[src/rtl/regfile_dump_unit.sv]
// Register file dump engine: halts the core, sweeps regfile read port A and
// streams every register value with its index over a valid/ready link.
module regfile_dump_unit #(
    parameter int NUM_REGS      = 32,
    parameter int SETTLE_CYCLES = 1,
    parameter int DATA_WIDTH    = 32
) (
    input  logic                  clock,
    input  logic                  reset,
    input  logic                  start,
    output logic                  halt_req,
    input  logic                  halt_ack,
    output logic                  dump_sel,
    output logic [4:0]            dump_readReg,
    input  logic [DATA_WIDTH-1:0] data_readRegA,
    output logic                  out_valid,
    input  logic                  out_ready,
    output logic [DATA_WIDTH-1:0] out_data,
    output logic [4:0]            out_index,
    output logic                  out_last,
    output logic                  busy,
    output logic                  done,
    output logic [DATA_WIDTH-1:0] checksum
);

    localparam logic [2:0] ST_IDLE   = 3'd0;
    localparam logic [2:0] ST_HALT   = 3'd1;
    localparam logic [2:0] ST_SETTLE = 3'd2;
    localparam logic [2:0] ST_SEND   = 3'd3;
    localparam logic [2:0] ST_DONE   = 3'd4;

    localparam logic [4:0] LAST_IDX    = 5'(NUM_REGS - 1);
    localparam logic [2:0] SETTLE_LAST = 3'(SETTLE_CYCLES - 1);

    logic [2:0]            state_r,     state_s;
    logic [4:0]            index_r,     index_s;
    logic [2:0]            cnt_r,       cnt_s;
    logic                  halt_req_r,  halt_req_s;
    logic                  dump_sel_r,  dump_sel_s;
    logic [4:0]            dump_reg_r,  dump_reg_s;
    logic                  out_valid_r, out_valid_s;
    logic [DATA_WIDTH-1:0] out_data_r,  out_data_s;
    logic [4:0]            out_index_r, out_index_s;
    logic                  out_last_r,  out_last_s;
    logic                  busy_r,      busy_s;
    logic                  done_r,      done_s;
    logic [DATA_WIDTH-1:0] checksum_r,  checksum_s;

    // Next-state and next-output computation for the dump sequencer.
    always_comb begin
        state_s     = state_r;
        index_s     = index_r;
        cnt_s       = cnt_r;
        halt_req_s  = halt_req_r;
        dump_sel_s  = dump_sel_r;
        dump_reg_s  = dump_reg_r;
        out_valid_s = out_valid_r;
        out_data_s  = out_data_r;
        out_index_s = out_index_r;
        out_last_s  = out_last_r;
        busy_s      = busy_r;
        done_s      = 1'b0;
        checksum_s  = checksum_r;

        case (state_r)
            ST_IDLE: begin
                if (start) begin
                    state_s    = ST_HALT;
                    halt_req_s = 1'b1;
                    busy_s     = 1'b1;
                    checksum_s = {DATA_WIDTH{1'b0}};
                    index_s    = 5'd0;
                end else begin
                    state_s = ST_IDLE;
                end
            end

            ST_HALT: begin
                if (halt_ack) begin
                    state_s    = ST_SETTLE;
                    dump_sel_s = 1'b1;
                    dump_reg_s = index_r;
                    cnt_s      = 3'd0;
                end else begin
                    state_s = ST_HALT;
                end
            end

            // The regfile read path is combinational; wait for it to settle
            // on the new address before sampling.
            ST_SETTLE: begin
                if (cnt_r == SETTLE_LAST) begin
                    state_s     = ST_SEND;
                    out_data_s  = data_readRegA;
                    out_index_s = index_r;
                    out_valid_s = 1'b1;
                    out_last_s  = (index_r == LAST_IDX);
                end else begin
                    cnt_s = cnt_r + 3'd1;
                end
            end

            ST_SEND: begin
                if (out_ready) begin
                    checksum_s  = checksum_r + out_data_r;
                    out_valid_s = 1'b0;
                    out_last_s  = 1'b0;
                    if (out_last_r) begin
                        state_s = ST_DONE;
                        done_s  = 1'b1;
                    end else begin
                        state_s    = ST_SETTLE;
                        index_s    = index_r + 5'd1;
                        dump_reg_s = index_r + 5'd1;
                        cnt_s      = 3'd0;
                    end
                end else begin
                    state_s = ST_SEND;
                end
            end

            ST_DONE: begin
                state_s    = ST_IDLE;
                halt_req_s = 1'b0;
                dump_sel_s = 1'b0;
                busy_s     = 1'b0;
            end

            default: begin
                state_s     = ST_IDLE;
                halt_req_s  = 1'b0;
                dump_sel_s  = 1'b0;
                out_valid_s = 1'b0;
                out_last_s  = 1'b0;
                busy_s      = 1'b0;
            end
        endcase
    end

    // State and output registers; reset abandons any dump in progress.
    always_ff @(posedge clock) begin
        if (reset) begin
            state_r     <= ST_IDLE;
            index_r     <= 5'd0;
            cnt_r       <= 3'd0;
            halt_req_r  <= 1'b0;
            dump_sel_r  <= 1'b0;
            dump_reg_r  <= 5'd0;
            out_valid_r <= 1'b0;
            out_data_r  <= {DATA_WIDTH{1'b0}};
            out_index_r <= 5'd0;
            out_last_r  <= 1'b0;
            busy_r      <= 1'b0;
            done_r      <= 1'b0;
            checksum_r  <= {DATA_WIDTH{1'b0}};
        end else begin
            state_r     <= state_s;
            index_r     <= index_s;
            cnt_r       <= cnt_s;
            halt_req_r  <= halt_req_s;
            dump_sel_r  <= dump_sel_s;
            dump_reg_r  <= dump_reg_s;
            out_valid_r <= out_valid_s;
            out_data_r  <= out_data_s;
            out_index_r <= out_index_s;
            out_last_r  <= out_last_s;
            busy_r      <= busy_s;
            done_r      <= done_s;
            checksum_r  <= checksum_s;
        end
    end

    assign halt_req     = halt_req_r;
    assign dump_sel     = dump_sel_r;
    assign dump_readReg = dump_reg_r;
    assign out_valid    = out_valid_r;
    assign out_data     = out_data_r;
    assign out_index    = out_index_r;
    assign out_last     = out_last_r;
    assign busy         = busy_r;
    assign done         = done_r;
    assign checksum     = checksum_r;

endmodule
[config.mk]
export PLATFORM = sky130hd
export DESIGN_NAME = regfile_dump_unit
export DESIGN_NICKNAME = d
export VERILOG_FILES = /design/src/rtl/regfile_dump_unit.sv
export SDC_FILE = /design/constraint.sdc
export NUM_CORES = 1
export LEC_CHECK = 0
export BUFFER_PORTS_ARGS = -buffer_cell sky130_fd_sc_hd__buf_2
export CAP_MARGIN = 10
export CORE_ASPECT_RATIO = 0.75
export CORE_MARGIN = 4
export CORE_UTILIZATION = 51
export CTS_BUF_LIST = sky130_fd_sc_hd__clkbuf_4 sky130_fd_sc_hd__clkbuf_8
export DETAILED_ROUTE_END_ITERATION = 16
export GPL_ROUTABILITY_DRIVEN = 0
export HOLD_SLACK_MARGIN = 0.02
export PLACE_DENSITY_LB_ADDON = 0.08
export SLEW_MARGIN = 20
export SYNTH_ARGS = -nofsm -noshare
export SYNTH_HDL_FRONTEND = slang
export SYNTH_SLANG_ARGS = --single-unit
[constraint.sdc]
create_clock -name clock -period 2.3 [get_ports clock]
set_input_delay 0.23 -clock clock [delete_from_list [all_inputs] [get_ports clock]]
set_output_delay 0.23 -clock clock [all_outputs]
set_load 0.005 [all_outputs]
=== Word level (Yosys, flattened, before mapping) ===
Index checks and enable logic that the tools add are counted.

* Bits in registers: 90
* Input port bits: 37
* Output and inout bits: 80
* Word-level logic and storage cells: 78

* Add/subtract/negate cells: 3
* Eq/ne operators: 11
* Mux-type cells: 30
* Bitwise logic cells: 5
* Reductions and logical operators: 17

{| class="wikitable"
|+ Operators with widths
! operator !! number
|-
| 32-bit two-way mux || 2
|-
| 32-bit one-hot mux with 2 select lines || 1
|-
| 32-bit adder || 1
|-
| 3-bit two-way mux || 7
|-
| 5-bit two-way mux || 4
|-
| 5-bit one-hot mux with 2 select lines || 2
|-
| 2-bit inequality test (second input constant) || 6
|-
| 3-bit one-hot mux with 4 select lines || 1
|-
| 3-bit OR reduction || 4
|-
| 3-bit one-hot mux with 3 select lines || 1
|-
| 4-bit AND reduction || 2
|-
| 1-bit two-way mux || 7
|-
| 3-bit by 2-bit == test with 1-bit output (second input constant) || 2
|-
| 3-bit zero test || 2
|-
| 1-bit one-hot mux with 3 select lines || 2
|-
| 2-bit AND reduction || 3
|-
| 3-bit AND reduction || 2
|-
| 5-bit by 1-bit adder with 5-bit output (second input constant) || 1
|-
| 5-bit == test (second input constant) || 1
|-
| 1-bit NOT || 5
|-
| 5-bit AND reduction || 1
|-
| 1-bit one-hot mux with 2 select lines || 2
|-
| 2-bit nonzero test || 2
|-
| 3-bit by 1-bit adder with 3-bit output (second input constant) || 1
|-
| 4 further kinds || 4
|}

=== Longest topological paths before layout ===
Gate-level depths: netlist of the first run.

* Depth in word-level cells: 4
* Gate-level depth with buffers: 11
* Mapped depth without buffers: 11

=== Worst setup path before layout of the first run ===
OpenSTA, ideal clock, no wires.

* Kind: reg2reg
* Start: register out_data_r[0], in the netlist out_data[0]
* End: register checksum_r[30], in the netlist checksum[30]
* Library setup time: 0.127 ns
* Arrival time: 2.379 ns
* Required time: 2.173 ns
* Path slack: -0.206 ns
* Stages on the path, launching flop included: 12
* Path buffers: 0
* Clock period less this slack: 2.506 ns
* Cells stage by stage: dfxtp_1 ha_1 inv_1 fa_1 and2b_1 o2111ai_1 a21oi_1 o21ai_1 nand2_1 a21oi_1 and4_1 or3_1

* Longest elaborated chain between the ends: 3

{| class="wikitable"
|+ RTL lines
! what !! line !! text
|-
| from (decl) || 42 || <nowiki>logic [DATA_WIDTH-1:0] out_data_r, out_data_s;</nowiki>
|-
| from (signal assigned) || 150 || <nowiki>out_data_r <= {DATA_WIDTH{1'b0}};</nowiki>
|-
| from (signal assigned) || 164 || <nowiki>out_data_r <= out_data_s;</nowiki>
|-
| 32-bit adder || 105 || <nowiki>checksum_s = checksum_r + out_data_r;</nowiki>
|-
| 32-bit two-way mux || 104 || <nowiki>if (out_ready) begin</nowiki>
|-
| 32-bit one-hot mux with 2 select lines || 65 || <nowiki>case (state_r)</nowiki>
|-
| to (signal assigned) || 155 || <nowiki>checksum_r <= {DATA_WIDTH{1'b0}};</nowiki>
|-
| to (signal assigned) || 169 || <nowiki>checksum_r <= checksum_s;</nowiki>
|-
| to (decl) || 47 || <nowiki>logic [DATA_WIDTH-1:0] checksum_r, checksum_s;</nowiki>
|}

Every way passes these cells. The select of a mux whose other input is x is not followed.
A chain may end at the register's enable or synchronous reset.

=== Worst setup path after layout of the first run ===
* Start: register checksum_r[1], in the netlist checksum[1]
* End: register checksum_r[19], in the netlist checksum[19]

* Longest elaborated chain between the ends: 3

{| class="wikitable"
|+ RTL lines
! what !! line
|-
| 32-bit adder || 105
|-
| 32-bit two-way mux || 104
|-
| 32-bit one-hot mux with 2 select lines || 65
|}

Every way passes these cells. The select of a mux whose other input is x is not followed.

==> results of run 1 <==
per-stage QoR:
stage / TNS, ns / utilization, % / power (mW)
global placement: -0.09710 / 63.56 / 2.016
CTS: -0.3979 / 67.29 / 3.077
finish: -0.6613 / 69.04 / 3.059
global route: -2.143 / 69.04 / 3.209
floorplan: -0.01854 / - / 1.871
detailed placement: -0.4156 / 63.56 / 2.031
metal layers:
metal,part of all wire (%),up-vias,GRT usage [%]
li1,-,2593,-
met1,46,2420,33.31
met2,46,141,40.65
met3,6.8,18,6.081
met4,1.4,0,7.189
met5,0,-,0
cell families after synthesis:
kind of cell | Yosys count | share of synthesized area, %
AOI/OAI and AO/OA | 189 | 24.21
xor gates and xnor gates | 25 | 4.323
adders and majority gates | 37 | 9.289
buffers and inverters | 49 | 3.755
DFF | 90 | 35.57
muxes | 6 | 1.186
and+or+nand+nor | 243 | 21.66
flip-flops by register name, indices dropped and copies added, names as in the netlist, 3 cells and up:
| signal | cells |
|---|---|
| checksum | 32 |
| cnt_r | 3 |
| dump_readReg | 5 |
| index_r | 5 |
| out_data | 32 |
| out_index | 5 |
| state_r | 3 |
power by group through the flow:
stage / Sequential, mW / Combinational (mW) / Clock (mW)
4_1_cts: 1.63 / 0.375 / 1.07
6_report: 1.63 / 0.379 / 1.05
3_3_place_gp: 1.66 / 0.355 / 0
5_1_grt: 1.64 / 0.423 / 1.15
3_5_place_dp: 1.66 / 0.366 / 0
2_1_floorplan: 1.66 / 0.207 / 0
how the worst max path moves through the flow:
| stage | from | slack, ns | endpoint |
|---|---|---|---|
| 2_1_floorplan | checksum[0] | -0.02 | checksum[30] |
| 3_3_place_gp | checksum[0] | -0.06 | checksum[30] |
| 3_5_place_dp | checksum[0] | -0.13 | checksum[30] |
| 4_1_cts | checksum[0] | -0.12 | checksum[30] |
| 5_1_grt | checksum[0] | -0.25 | checksum[28] |
| 6_report | checksum[1] | -0.14 | checksum[19] |
synthesized netlist by cell type, types with 6 or more instances:
library cell,instances
a31oi_1,6
o21ai_0,27
nand2_1,120
dfxtp_1,90
xor2_1,10
nor3b_1,6
nand3_1,17
nor2b_1,8
and3_1,10
mux2i_1,6
a21oi_1,78
inv_1,17
ha_1,36
nor2_1,42
a21o_1,18
o21a_1,6
a22oi_1,11
xnor2_1,15
clkbuf_1,28
nand4_1,6
a211oi_1,7
nor3_1,14
critical path, cell delays in order, from the launching register on:
cell and delay, ns:
dfxtp_2 0.38, ha_4 0.22, a211o_1 0.33, a21oi_4 0.18
a211oi_4 0.11, o211ai_1 0.35, a31oi_2 0.18, a221oi_2 0.28
mux2i_1 0.22, nand3_1 0.08
repair_timing:
item                                    4_1_cts  5_1_grt
hold buffers                                  0        0
hold endpoints to repair                      0        0
pin swaps                                    13       20
endpoints found under the setup margin       14       19
resized for setup                            20       30
buffers inserted                             10        6
final cells by class:
cell class | instances | area (µm²)
multi-input cells | 500 | 3323
fillers | 807 | 2990
flip-flops and latches | 90 | 1812
repair buffers | 186 | 1114
clock buffers | 13 | 166.4
well taps | 132 | 165.2
inverters | 17 | 63.81
clock inverters | 3 | 23.77
==> flow_summary.html, run 1 <==
<table>
<tr><th>Metric</th><th>Value</th></tr>
<tr><th colspan="2">GRT</th></tr>
<tr><td>Pin count of the biggest net entering global routing</td><td>66</td></tr>
<tr><td>Global-route wire length before repair</td><td>23.29 mm</td></tr>
<tr><td>Number of antenna violations at the first check in global routing</td><td>0</td></tr>
<tr><td>Remaining global-route overflow</td><td>0</td></tr>
<tr><td>Vias in the first global route</td><td>slightly below 5000</td></tr>
<tr><td>Overall fraction of global-route tracks in use</td><td>25.07%</td></tr>
<tr><th colspan="2">Detailed routing</th></tr>
<tr><td>DRT Pass-1 Iters</td><td>4</td></tr>
<tr><td>Detailed Route WL</td><td>between 10 and 15 mm</td></tr>
<tr><td>First DRT Iteration DRCs</td><td>between 300 and 400</td></tr>
<tr><td>DRC violation count after routing</td><td>0</td></tr>
<tr><td>Detail Route Antenna Nets</td><td>0</td></tr>
<tr><td>Routed wire per std cell</td><td>around 16 µm</td></tr>
<tr><td>Vias after detailed routing</td><td>approximately 5200</td></tr>
<tr><td>Post-detailed-route via-to-cell ratio</td><td>around 5.5</td></tr>
<tr><th colspan="2">Power and ir drop</th></tr>
<tr><td>Power share of the sequential group</td><td>53.3%</td></tr>
<tr><td>Net switching power</td><td>about 830 µW</td></tr>
<tr><td>Pwr dens</td><td>around 460 nW/µm²</td></tr>
<tr><td>Maximum vdd drop</td><td>about 0.00035 V</td></tr>
<tr><td>Logic pwr share</td><td>12.4%</td></tr>
<tr><td>Switching share of power</td><td>26.98%</td></tr>
<tr><td>Leakage power</td><td>a little over 3 nW</td></tr>
<tr><td>Internal power component</td><td>about 2.2 mW</td></tr>
<tr><td>Clock power share</td><td>about a third</td></tr>
<tr><th colspan="2">Cells and area</th></tr>
<tr><td>Most frequent cells in the layout</td><td>nand2_1, buf_2, dfxtp_1</td></tr>
<tr><td>Most common library cell in the layout ignoring fill and taps</td><td>nand2_1</td></tr>
<tr><td>Count of inserted antenna diode cells</td><td>0</td></tr>
<tr><td>Share of final-layout standard cells stronger than drive strength 1</td><td>31.64%</td></tr>
<tr><td>Final Non-Filler Cells</td><td>approximately 940</td></tr>
<tr><td>Final layout net count</td><td>roughly 880</td></tr>
<tr><td>Layout overhead on the synthesized area</td><td>31.65%</td></tr>
<tr><td>Final instance area</td><td>between 6000 and 7000 µm²</td></tr>
<tr><th colspan="2">Placed design</th></tr>
<tr><td>Cell count after placement</td><td>between 900 and 1000</td></tr>
<tr><td>Post-place setup slack</td><td>-0.1296 ns</td></tr>
<tr><td>Detailed placement HPWL</td><td>10.48 mm</td></tr>
<tr><td>IO Port Bufs</td><td>~120</td></tr>
<tr><td>DP Area</td><td>~6000 µm²</td></tr>
<tr><th colspan="2">CTS</th></tr>
<tr><td>Clock Pin Slew Worst Setup and Hold Paths</td><td>roughly 0.090 ns</td></tr>
<tr><td>H-tree levels</td><td>3</td></tr>
<tr><td>Clock buffer count from CTS</td><td>9</td></tr>
<tr><td>Root cell of the clock tree</td><td>clkbuf_8</td></tr>
<tr><td>Total clock sinks</td><td>90</td></tr>
<tr><td>Buffer levels on the longest clock path</td><td>2</td></tr>
<tr><td>Worst-Skew Late Latency</td><td>between 0.3 and 0.4 ns</td></tr>
<tr><td>Clock tree from TritonCTS</td><td>done</td></tr>
<tr><th colspan="2">STA</th></tr>
<tr><td>Max-slew violation count</td><td>0</td></tr>
<tr><td>Time the final worst path needs with I/O delays and setup</td><td>2.440 ns</td></tr>
<tr><td>Unrepaired setup endpoints after global routing</td><td>true</td></tr>
<tr><td>Number of failing setup endpoints in the final timing report</td><td>10</td></tr>
<tr><td>PnR worst setup slack</td><td>-0.1398 ns</td></tr>
<tr><td>Highest achievable clock rate</td><td>around 410 MHz</td></tr>
<tr><td>Hold Worst Slack</td><td>about 0.085 ns</td></tr>
<tr><td>Final Hold Violating Endpoints</td><td>0</td></tr>
<tr><td>Period Utilization, post-route</td><td>106.1%</td></tr>
<tr><td>Post-route clock skew</td><td>between 0.007 and 0.008 ns</td></tr>
<tr><td>Transition time at the pin with the least slew margin</td><td>~1 ns</td></tr>
<tr><td>Relative max-transition margin</td><td>between 30% and 40%</td></tr>
<tr><th colspan="2">Floorplan</th></tr>
<tr><td>Die outline area</td><td>roughly 12000 µm²</td></tr>
<tr><td>Height of the chip</td><td>94.31 µm</td></tr>
<tr><td>I/O pin total</td><td>117</td></tr>
<tr><td>Width of the chip</td><td>123.1 µm</td></tr>
<tr><td>Initial Util</td><td>between 50% and 60%</td></tr>
<tr><td>Area of the core region</td><td>roughly 9700 µm²</td></tr>
<tr><td>Number of cell rows</td><td>31</td></tr>
<tr><th colspan="2">Yosys</th></tr>
<tr><td>Share of flip-flops with an asynchronous set or reset after synthesis</td><td>0%</td></tr>
<tr><td>Top-area cell type share of the netlist area</td><td>roughly 36%</td></tr>
<tr><td>Instance count of the mapped netlist</td><td>between 600 and 700</td></tr>
<tr><td>Synth Register Bits</td><td>90</td></tr>
<tr><td>Synth warn</td><td>0</td></tr>
<tr><td>Number of synthesized flops with an enable pin</td><td>0</td></tr>
<tr><td>Post-synthesis average cell area</td><td>about 8 µm²</td></tr>
<tr><td>Number of distinct standard cells referenced by the synthesized netlist</td><td>59</td></tr>
<tr><td>Largest area contributor in the synthesized netlist</td><td>dfxtp_1</td></tr>
<tr><td>Number of nets produced by synthesis</td><td>~700</td></tr>
<tr><td>Cells taking the most area after synthesis</td><td>dfxtp_1, ha_1, nand2_1, a21oi_1, nor2_1</td></tr>
<tr><td>Proportion of synthesized chip area in sequential cells</td><td>a little over a third</td></tr>
<tr><td>Main flop type after synthesis</td><td>dfxtp_1</td></tr>
<tr><td>Cell area after synthesis</td><td>5065 µm²</td></tr>
<tr><th colspan="2">Critical path</th></tr>
<tr><td>Signal arrival time at the worst endpoint</td><td>between 2 and 3 ns</td></tr>
<tr><td>Reg2Reg Setup Slack</td><td>-0.14 ns</td></tr>
<tr><td>Worst reg2reg startpoint</td><td>checksum[1]</td></tr>
<tr><td>Critical Path Sink Type</td><td>flop</td></tr>
<tr><td>Crit path launch type</td><td>flop</td></tr>
<tr><td>Top fanout value on the critical path</td><td>4</td></tr>
<tr><td>R2r endpoint</td><td>checksum[19]</td></tr>
<tr><td>Number of cell instances on the worst register-to-register path</td><td>9</td></tr>
<tr><td>Worst EP required</td><td>2.56 ns</td></tr>
<tr><td>Worst Setup Path Type</td><td>reg2reg</td></tr>
<tr><th colspan="2">Outcome</th></tr>
<tr><td>Status</td><td>finished, violations left</td></tr>
<tr><td>Failing checks</td><td>setup timing</td></tr>
<tr><th colspan="2">Flow run</th></tr>
<tr><td>Max-capacitance violation count</td><td>0</td></tr>
<tr><th colspan="2">Min path</th></tr>
<tr><td>Capture endpoint of the worst hold path</td><td>out_data[4]</td></tr>
<tr><td>Worst hold start</td><td>data_readRegA[4]</td></tr>
<tr><td>Worst Hold Class</td><td>in2reg</td></tr>
<tr><td>Number of cells on the worst hold path</td><td>3</td></tr>
</table>
Note: power is estimated with default switching activity, not from simulation.
==> run 2, diff against run 1 <==
--- a/config.mk
+++ b/config.mk
@@ -14,7 +14,7 @@
 export DETAILED_ROUTE_END_ITERATION = 16
 export GPL_ROUTABILITY_DRIVEN = 0
 export HOLD_SLACK_MARGIN = 0.02
-export PLACE_DENSITY_LB_ADDON = 0.08
+export PLACE_DENSITY = 0.79
 export SLEW_MARGIN = 20
 export SYNTH_ARGS = -nofsm -noshare
 export SYNTH_HDL_FRONTEND = slang
==> flow_summary.html, run 2 (same netlist as run 1, synthesis figures left out) <==
<table>
<tr><th>Metric</th><th>Value</th></tr>
<tr><th colspan="2">Critical path</th></tr>
<tr><td>Worst EP required</td><td>2.62 ns (+0.06 ns)</td></tr>
<tr><td>Worst reg2reg startpoint</td><td>checksum[0]</td></tr>
<tr><td>Top fanout value on the critical path</td><td>4 (unchanged)</td></tr>
<tr><td>Critical Path Source</td><td>checksum[0]</td></tr>
<tr><td>Critical Path Sink Type</td><td>flop</td></tr>
<tr><td>Reg2Reg Setup Slack</td><td>-0.1 ns (+0.04 ns)</td></tr>
<tr><td>Crit path launch type</td><td>flop</td></tr>
<tr><td>Worst Setup Path Type</td><td>reg2reg</td></tr>
<tr><td>Signal arrival time at the worst endpoint</td><td>2.72 ns (+0.02 ns)</td></tr>
<tr><td>Number of cell instances on the worst register-to-register path</td><td>11 (+2)</td></tr>
<tr><th colspan="2">Cells and area</th></tr>
<tr><td>Filler instances</td><td>802 (-0.62%)</td></tr>
<tr><td>Layout overhead on the synthesized area</td><td>30.34%</td></tr>
<tr><td>Register area</td><td>1814 µm² (+0.14%)</td></tr>
<tr><td>Most common library cell in the layout ignoring fill and taps</td><td>nand2_1</td></tr>
<tr><td>Final Non-Filler Cells</td><td>930 (-1.2%)</td></tr>
<tr><td>Area taken by multi-input logic gates</td><td>3346 µm² (+0.68%)</td></tr>
<tr><td>Count of inserted antenna diode cells</td><td>0 (unchanged)</td></tr>
<tr><td>Most frequent cells in the layout</td><td>nand2_1, buf_2, dfxtp_1</td></tr>
<tr><td>Final layout net count</td><td>867 (-1.3%)</td></tr>
<tr><td>Share of final-layout standard cells stronger than drive strength 1</td><td>30.83% (-0.82 points)</td></tr>
<tr><th colspan="2">Min path</th></tr>
<tr><td>Number of cells on the worst hold path</td><td>3 (unchanged)</td></tr>
<tr><td>Worst hold start</td><td>data_readRegA[5]</td></tr>
<tr><td>Worst Hold Class</td><td>in2reg</td></tr>
<tr><th colspan="2">STA</th></tr>
<tr><td>Summed negative setup slack over all endpoints</td><td>-0.3848 ns (+0.2765 ns)</td></tr>
<tr><td>Time the final worst path needs with I/O delays and setup</td><td>2.397 ns (-0.04278 ns)</td></tr>
<tr><td>Number of failing setup endpoints in the final timing report</td><td>8 (-2)</td></tr>
<tr><td>Highest achievable clock rate</td><td>417.2 MHz (+1.8%)</td></tr>
<tr><td>Unrepaired setup endpoints after global routing</td><td>true</td></tr>
<tr><td>Max-slew violation count</td><td>0 (unchanged)</td></tr>
<tr><td>Post-route clock skew</td><td>0.01034 ns (+0.002678 ns)</td></tr>
<tr><td>Final Hold Violating Endpoints</td><td>0 (unchanged)</td></tr>
<tr><td>Transition time at the pin with the least slew margin</td><td>0.6353 ns (-0.3561 ns)</td></tr>
<tr><td>Relative max-transition margin</td><td>57.60% (+24 points)</td></tr>
<tr><td>Period Utilization, post-route</td><td>104.2% (-1.9 points)</td></tr>
<tr><td>PnR worst setup slack</td><td>-0.09705 ns (+0.04278 ns)</td></tr>
<tr><th colspan="2">Placed design</th></tr>
<tr><td>IO Port Bufs</td><td>116 (unchanged)</td></tr>
<tr><td>Detailed placement HPWL</td><td>10.44 mm (-0.34%)</td></tr>
<tr><td>Cell count after placement</td><td>907 (-0.33%)</td></tr>
<tr><th colspan="2">GRT</th></tr>
<tr><td>Global-route wire length before repair</td><td>23.28 mm (about the same)</td></tr>
<tr><td>Overall fraction of global-route tracks in use</td><td>24.48% (-0.59 points)</td></tr>
<tr><td>Number of antenna violations at the first check in global routing</td><td>0 (unchanged)</td></tr>
<tr><td>Vias in the first global route</td><td>5047 (+2.4%)</td></tr>
<tr><td>Remaining global-route overflow</td><td>0 (unchanged)</td></tr>
<tr><td>Pin count of the biggest net entering global routing</td><td>62 (-6.1%)</td></tr>
<tr><th colspan="2">Detailed routing</th></tr>
<tr><td>Detailed Route WL</td><td>14.87 mm (+1.8%)</td></tr>
<tr><td>Detail Route Antenna Nets</td><td>0 (unchanged)</td></tr>
<tr><td>Routed wire per std cell</td><td>15.99 µm (+3.0%)</td></tr>
<tr><td>First DRT Iteration DRCs</td><td>518 (+50%)</td></tr>
<tr><td>Post-detailed-route via-to-cell ratio</td><td>5.701 (+3.7%)</td></tr>
<tr><td>DRT Pass-1 Iters</td><td>5 (+1)</td></tr>
<tr><td>Vias after detailed routing</td><td>5302 (+2.5%)</td></tr>
<tr><td>DRC violation count after routing</td><td>0 (unchanged)</td></tr>
<tr><th colspan="2">Power and ir drop</th></tr>
<tr><td>Switching share of power</td><td>27.32% (+0.34 points)</td></tr>
<tr><td>Pwr dens</td><td>462.0 nW/µm² (+0.71%)</td></tr>
<tr><td>Net switching power</td><td>833.1 µW (+0.95%)</td></tr>
<tr><td>Logic pwr share</td><td>12.4% (about the same)</td></tr>
<tr><td>Leakage power</td><td>3.017 nW (-1.5%)</td></tr>
<tr><td>Power share of the sequential group</td><td>53.4% (about the same)</td></tr>
<tr><td>Clock power share</td><td>34.2% (about the same)</td></tr>
<tr><td>Internal power component</td><td>2.217 mW (-0.75%)</td></tr>
<tr><td>Maximum vdd drop</td><td>0.0004168 V (+20%)</td></tr>
<tr><th colspan="2">Outcome</th></tr>
<tr><td>Failing checks</td><td>setup timing</td></tr>
<tr><td>Status</td><td>finished, violations left</td></tr>
<tr><th colspan="2">CTS</th></tr>
<tr><td>Root cell of the clock tree</td><td>clkbuf_8</td></tr>
<tr><td>Total clock sinks</td><td>90 (unchanged)</td></tr>
<tr><td>Clock tree from TritonCTS</td><td>done</td></tr>
<tr><td>H-tree levels</td><td>3 (unchanged)</td></tr>
<tr><td>Clock Pin Slew Worst Setup and Hold Paths</td><td>0.09 ns (about the same)</td></tr>
<tr><td>Buffer levels on the longest clock path</td><td>2 (unchanged)</td></tr>
<tr><td>Worst-Skew Late Latency</td><td>0.37 ns (about the same)</td></tr>
<tr><td>Clock buffer count from CTS</td><td>9 (unchanged)</td></tr>
<tr><th colspan="2">Floorplan</th></tr>
<tr><td>Width of the chip</td><td>123.1 µm (unchanged)</td></tr>
<tr><td>Area of the core region</td><td>9658 µm² (unchanged)</td></tr>
<tr><td>Die outline area</td><td>11610 µm² (unchanged)</td></tr>
<tr><td>Number of cell rows</td><td>31 (unchanged)</td></tr>
<tr><td>Height of the chip</td><td>94.31 µm (unchanged)</td></tr>
<tr><td>I/O pin total</td><td>117 (unchanged)</td></tr>
<tr><td>Initial Util</td><td>52.44% (unchanged)</td></tr>
<tr><th colspan="2">Flow run</th></tr>
<tr><td>Max-capacitance violation count</td><td>0 (unchanged)</td></tr>
</table>
## run 2: cell count changes in the layout (fill, tap and decap cells not counted), sizes merged
cell	previous run	this run
buf	186	175
clkinvlp	2	1
clkinv	1	3
clkbuf	13	12
## run 2: layer usage
layer  track usage (%)  part of all wire, %
met1             31.70                   44
met2             41.06                   47
met3             5.659                  7.3
met4             6.728                  1.3
met5                 0                    0
## run 2: final timing paths
| check | endpoint |
|---|---|
| hold / removal | out_data[5] |
| hold reg to reg | out_index[0] |
| setup / recovery | checksum[28] |
| setup reg to reg | checksum[28] |
## run 2: critical path: stages, from the launching register on
cell and delay, ns:
dfxtp_2 0.36, ha_4 0.14, inv_2 0.03, fa_2 0.33, and2b_1 0.23, o2111ai_2 0.14
a21oi_2 0.20, o21ai_2 0.10, nand2_2 0.13, a311oi_2 0.12, or4_1 0.48, nand3_1 0.09
## run 2: power by group through the flow
stage / Combinational [mW] / Clock, mW / Sequential, mW
floorplan: 0.207 / 0 / 1.66
global placement: 0.353 / 0 / 1.66
detailed placement: 0.365 / 0 / 1.66
CTS: 0.369 / 1.05 / 1.63
global route: 0.421 / 1.12 / 1.64
finish: 0.378 / 1.04 / 1.63
## run 2: cell type report
type	instances	share of cell area, %
multi-input cells	500	50.68
inverters	17	0.9666
well taps	132	2.502
clock inverters	4	0.3980
repair buffers	175	15.56
clock buffers	12	2.407
flip-flops and latches	90	27.48
## run 2: what timing repair did
item,CTS,global route
pin swaps,8,23
gates cloned,0,0
hold buffers,0,0
gates resized for setup,20,32
buffers inserted,3,4
endpoints found under the setup margin,11,19
## run 2: through the flow
step / setup slack [ns] / power [mW] / area (µm²) / hold slack [ns] / util, %
final: -0.09705 / 3.050 / 6601 / 0.08834 / 68.35
after global routing: -0.2139 / 3.181 / 6601 / 0.08611 / 68.35
after CTS: -0.08341 / 3.052 / 6419 / 0.07773 / 66.46
after detailed placement: -0.1033 / 2.029 / 6116 / 0.4475 / 63.32
after global placement: -0.02988 / 2.016 / 6116 / 0.4423 / 63.32
after floorplan: -0.01854 / 1.871 / 5106 / 0.3584 / -
==> run 3, diff against run 2 <==
--- a/config.mk
+++ b/config.mk
@@ -15,6 +15,7 @@
 export GPL_ROUTABILITY_DRIVEN = 0
 export HOLD_SLACK_MARGIN = 0.02
 export PLACE_DENSITY = 0.79
+export REMOVE_ABC_BUFFERS = 1
 export SLEW_MARGIN = 20
 export SYNTH_ARGS = -nofsm -noshare
 export SYNTH_HDL_FRONTEND = slang
==> flow_summary.html, run 3 (same netlist as run 1, synthesis figures left out) <==
<table>
<tr><th>Metric</th><th>Value</th></tr>
<tr><th colspan="2">GRT</th></tr>
<tr><td>Global-route wire length before repair</td><td>23.43 mm (+0.65%)</td></tr>
<tr><td>Remaining global-route overflow</td><td>0 (unchanged)</td></tr>
<tr><td>Vias in the first global route</td><td>5026 (-0.42%)</td></tr>
<tr><td>Pin count of the biggest net entering global routing</td><td>38 (-39%)</td></tr>
<tr><td>Overall fraction of global-route tracks in use</td><td>25.09% (+0.61 points)</td></tr>
<tr><td>Number of antenna violations at the first check in global routing</td><td>0 (unchanged)</td></tr>
<tr><th colspan="2">Cells and area</th></tr>
<tr><td>Register area</td><td>1810 µm² (-0.21%)</td></tr>
<tr><td>Layout overhead on the synthesized area</td><td>31.99%</td></tr>
<tr><td>Most common library cell in the layout ignoring fill and taps</td><td>nand2_1</td></tr>
<tr><td>Final instance area</td><td>6685 µm² (+1.3%)</td></tr>
<tr><td>Share of final-layout standard cells stronger than drive strength 1</td><td>31.60% (+0.77 points)</td></tr>
<tr><td>Most frequent cells in the layout</td><td>nand2_1, buf_2, dfxtp_1</td></tr>
<tr><td>Final Non-Filler Cells</td><td>939 (+0.97%)</td></tr>
<tr><td>Filler instances</td><td>773 (-3.6%)</td></tr>
<tr><td>Area taken by multi-input logic gates</td><td>3329 µm² (-0.49%)</td></tr>
<tr><td>Final layout net count</td><td>877 (+1.2%)</td></tr>
<tr><td>Count of inserted antenna diode cells</td><td>0 (unchanged)</td></tr>
<tr><th colspan="2">STA</th></tr>
<tr><td>Number of failing setup endpoints in the final timing report</td><td>14 (+6)</td></tr>
<tr><td>Max-slew violation count</td><td>0 (unchanged)</td></tr>
<tr><td>Final Hold Violating Endpoints</td><td>0 (unchanged)</td></tr>
<tr><td>Highest achievable clock rate</td><td>391.6 MHz (-6.1%)</td></tr>
<tr><td>Time the final worst path needs with I/O delays and setup</td><td>2.554 ns (+0.1569 ns)</td></tr>
<tr><td>Transition time at the pin with the least slew margin</td><td>1.035 ns (+0.4000 ns)</td></tr>
<tr><td>Period Utilization, post-route</td><td>111.0% (+6.8 points)</td></tr>
<tr><td>Unrepaired setup endpoints after global routing</td><td>true</td></tr>
<tr><td>Post-route clock skew</td><td>0.007538 ns (-0.002801 ns)</td></tr>
<tr><td>Relative max-transition margin</td><td>30.72% (-27 points)</td></tr>
<tr><td>PnR worst setup slack</td><td>-0.2539 ns (-0.1569 ns)</td></tr>
<tr><th colspan="2">Flow run</th></tr>
<tr><td>Max-capacitance violation count</td><td>0 (unchanged)</td></tr>
<tr><th colspan="2">Power and ir drop</th></tr>
<tr><td>Leakage power</td><td>3.079 nW (+2.1%)</td></tr>
<tr><td>Maximum vdd drop</td><td>0.0003834 V (-8.0%)</td></tr>
<tr><td>Pwr dens</td><td>471.7 nW/µm² (+2.1%)</td></tr>
<tr><th colspan="2">CTS</th></tr>
<tr><td>Total clock sinks</td><td>90 (unchanged)</td></tr>
<tr><td>Worst-Skew Late Latency</td><td>0.38 ns (about the same)</td></tr>
<tr><td>Root cell of the clock tree</td><td>clkbuf_8</td></tr>
<tr><td>H-tree levels</td><td>3 (unchanged)</td></tr>
<tr><td>Clock tree from TritonCTS</td><td>done</td></tr>
<tr><td>Clock buffer count from CTS</td><td>9 (unchanged)</td></tr>
<tr><td>Clock Pin Slew Worst Setup and Hold Paths</td><td>0.09 ns (about the same)</td></tr>
<tr><td>Hold_buf cts</td><td>0 (unchanged)</td></tr>
<tr><td>Buffer levels on the longest clock path</td><td>2 (unchanged)</td></tr>
<tr><th colspan="2">Placed design</th></tr>
<tr><td>Cell count after placement</td><td>908 (+0.11%)</td></tr>
<tr><td>IO Port Bufs</td><td>116 (unchanged)</td></tr>
<tr><td>DP Area</td><td>6082 µm² (-0.55%)</td></tr>
<tr><td>Detailed placement HPWL</td><td>10.57 mm (+1.2%)</td></tr>
<tr><th colspan="2">Detailed routing</th></tr>
<tr><td>DRT Pass-1 Iters</td><td>5 (unchanged)</td></tr>
<tr><td>Detailed Route WL</td><td>15.01 mm (+0.93%)</td></tr>
<tr><td>Post-detailed-route via-to-cell ratio</td><td>5.696 (about the same)</td></tr>
<tr><td>Vias after detailed routing</td><td>5349 (+0.89%)</td></tr>
<tr><td>First DRT Iteration DRCs</td><td>366 (-29%)</td></tr>
<tr><td>DRC violation count after routing</td><td>0 (unchanged)</td></tr>
<tr><td>Detail Route Antenna Nets</td><td>0 (unchanged)</td></tr>
<tr><td>Routed wire per std cell</td><td>15.98 µm (about the same)</td></tr>
<tr><th colspan="2">Floorplan</th></tr>
<tr><td>Height of the chip</td><td>94.31 µm (unchanged)</td></tr>
<tr><td>Initial Util</td><td>52.44% (unchanged)</td></tr>
<tr><td>Area of the core region</td><td>9658 µm² (unchanged)</td></tr>
<tr><td>I/O pin total</td><td>117 (unchanged)</td></tr>
<tr><td>Width of the chip</td><td>123.1 µm (unchanged)</td></tr>
<tr><td>Number of cell rows</td><td>31 (unchanged)</td></tr>
<tr><td>Die outline area</td><td>11610 µm² (unchanged)</td></tr>
<tr><th colspan="2">Critical path</th></tr>
<tr><td>Delay contributed by the slowest stage of the critical path</td><td>0.36 ns (-0.12 ns)</td></tr>
<tr><td>Worst EP required</td><td>2.56 ns (-0.06 ns)</td></tr>
<tr><td>Ordered list of cells on the worst path</td><td>ha_4, inv_2, fa_2, and2b_1, o2111ai_2, a21oi_2, o21ai_2, nand2_4, buf_6, a21oi_4, and4_1, or3_1</td></tr>
<tr><td>Top fanout value on the critical path</td><td>4 (unchanged)</td></tr>
<tr><td>Crit path launch type</td><td>flop</td></tr>
<tr><td>Critical Path Sink Type</td><td>flop</td></tr>
<tr><td>Signal arrival time at the worst endpoint</td><td>2.82 ns (+0.10 ns)</td></tr>
<tr><td>Reg2Reg Setup Slack</td><td>-0.25 ns (-0.16 ns)</td></tr>
<tr><td>Worst Setup Path Type</td><td>reg2reg</td></tr>
<tr><td>Slowest cell on crit path</td><td>dfxtp_2</td></tr>
<tr><th colspan="2">Min path</th></tr>
<tr><td>Worst Hold Class</td><td>in2reg</td></tr>
<tr><th colspan="2">Outcome</th></tr>
<tr><td>Failing checks</td><td>setup timing</td></tr>
<tr><td>Status</td><td>finished, violations left</td></tr>
</table>
[run 3: changes by cell type in the layout (fill, tap and decap cells not counted), sizes merged]
cell / previous run / this run
clkinv: 3 / 2
clkbuf: 12 / 11
bufinv: 0 / 1
buf: 175 / 185
[run 3: worst paths after layout]
check / endpoint / from / cells after the start
min: out_data[11] / data_readRegA[11] / 3
max reg2reg: checksum[30] / checksum[0] / 12
min reg2reg: out_index[2] / out_index[2] / 2
max: checksum[30] / checksum[0] / 12
[run 3: what timing repair did]
action / in CTS / in global routing
endpoints found under the setup margin: 18 / 19
gates resized for setup: 30 / 37
pin swaps: 18 / 22
setup buffers: 5 / 11
[run 3: metal layers]
| metal | part of all wire [%] | vias up | global-route usage, % |
|---|---|---|---|
| met5 | 0 | - | 0 |
| met4 | 1.9 | 0 | 7.373 |
| met3 | 6.9 | 34 | 6.863 |
| met2 | 47 | 228 | 42.06 |
| met1 | 44 | 2487 | 31.68 |
| li1 | - | 2600 | - |
[run 3: final cells by class]
type,instances,share of cell area (%)
timing repair buffer,185,16.66
clock buffer,11,2.265
tap,132,2.471
clock inverter,4,0.7674
sequential,90,27.08
inverter,17,0.9545
multi-input combinational,500,49.80
[run 3: power breakdown]
group	internal, mW	switching, mW	total [mW]
sequential	1.60	0.0321	1.63
combinational	0.160	0.223	0.384
clock	0.556	0.585	1.14
[run 3: critical path, delay by kind of cell, from the launching register on]
kind                       cells  cell delay [ns]
buffers and inverters          2             0.16
DFF                            1             0.36
and+or+nand+nor                4             0.87
AOI/OAI and AO/OA              4             0.57
adders and majority gates      2             0.48
[run 3: stage by stage]
step	setup WS (ns)	setup TNS (ns)	hold WS, ns	util [%]	power [mW]
after global placement	-0.3604	-1.834	0.4432	62.97	2.016
final	-0.2539	-1.427	0.08037	69.22	3.153
after floorplan	-0.2055	-0.5827	0.2991	-	1.841
after detailed placement	-0.4935	-3.033	0.4484	62.97	2.031
after CTS	-0.2004	-0.8597	0.06625	66.99	3.164
after global routing	-0.3112	-2.697	0.07052	69.22	3.272
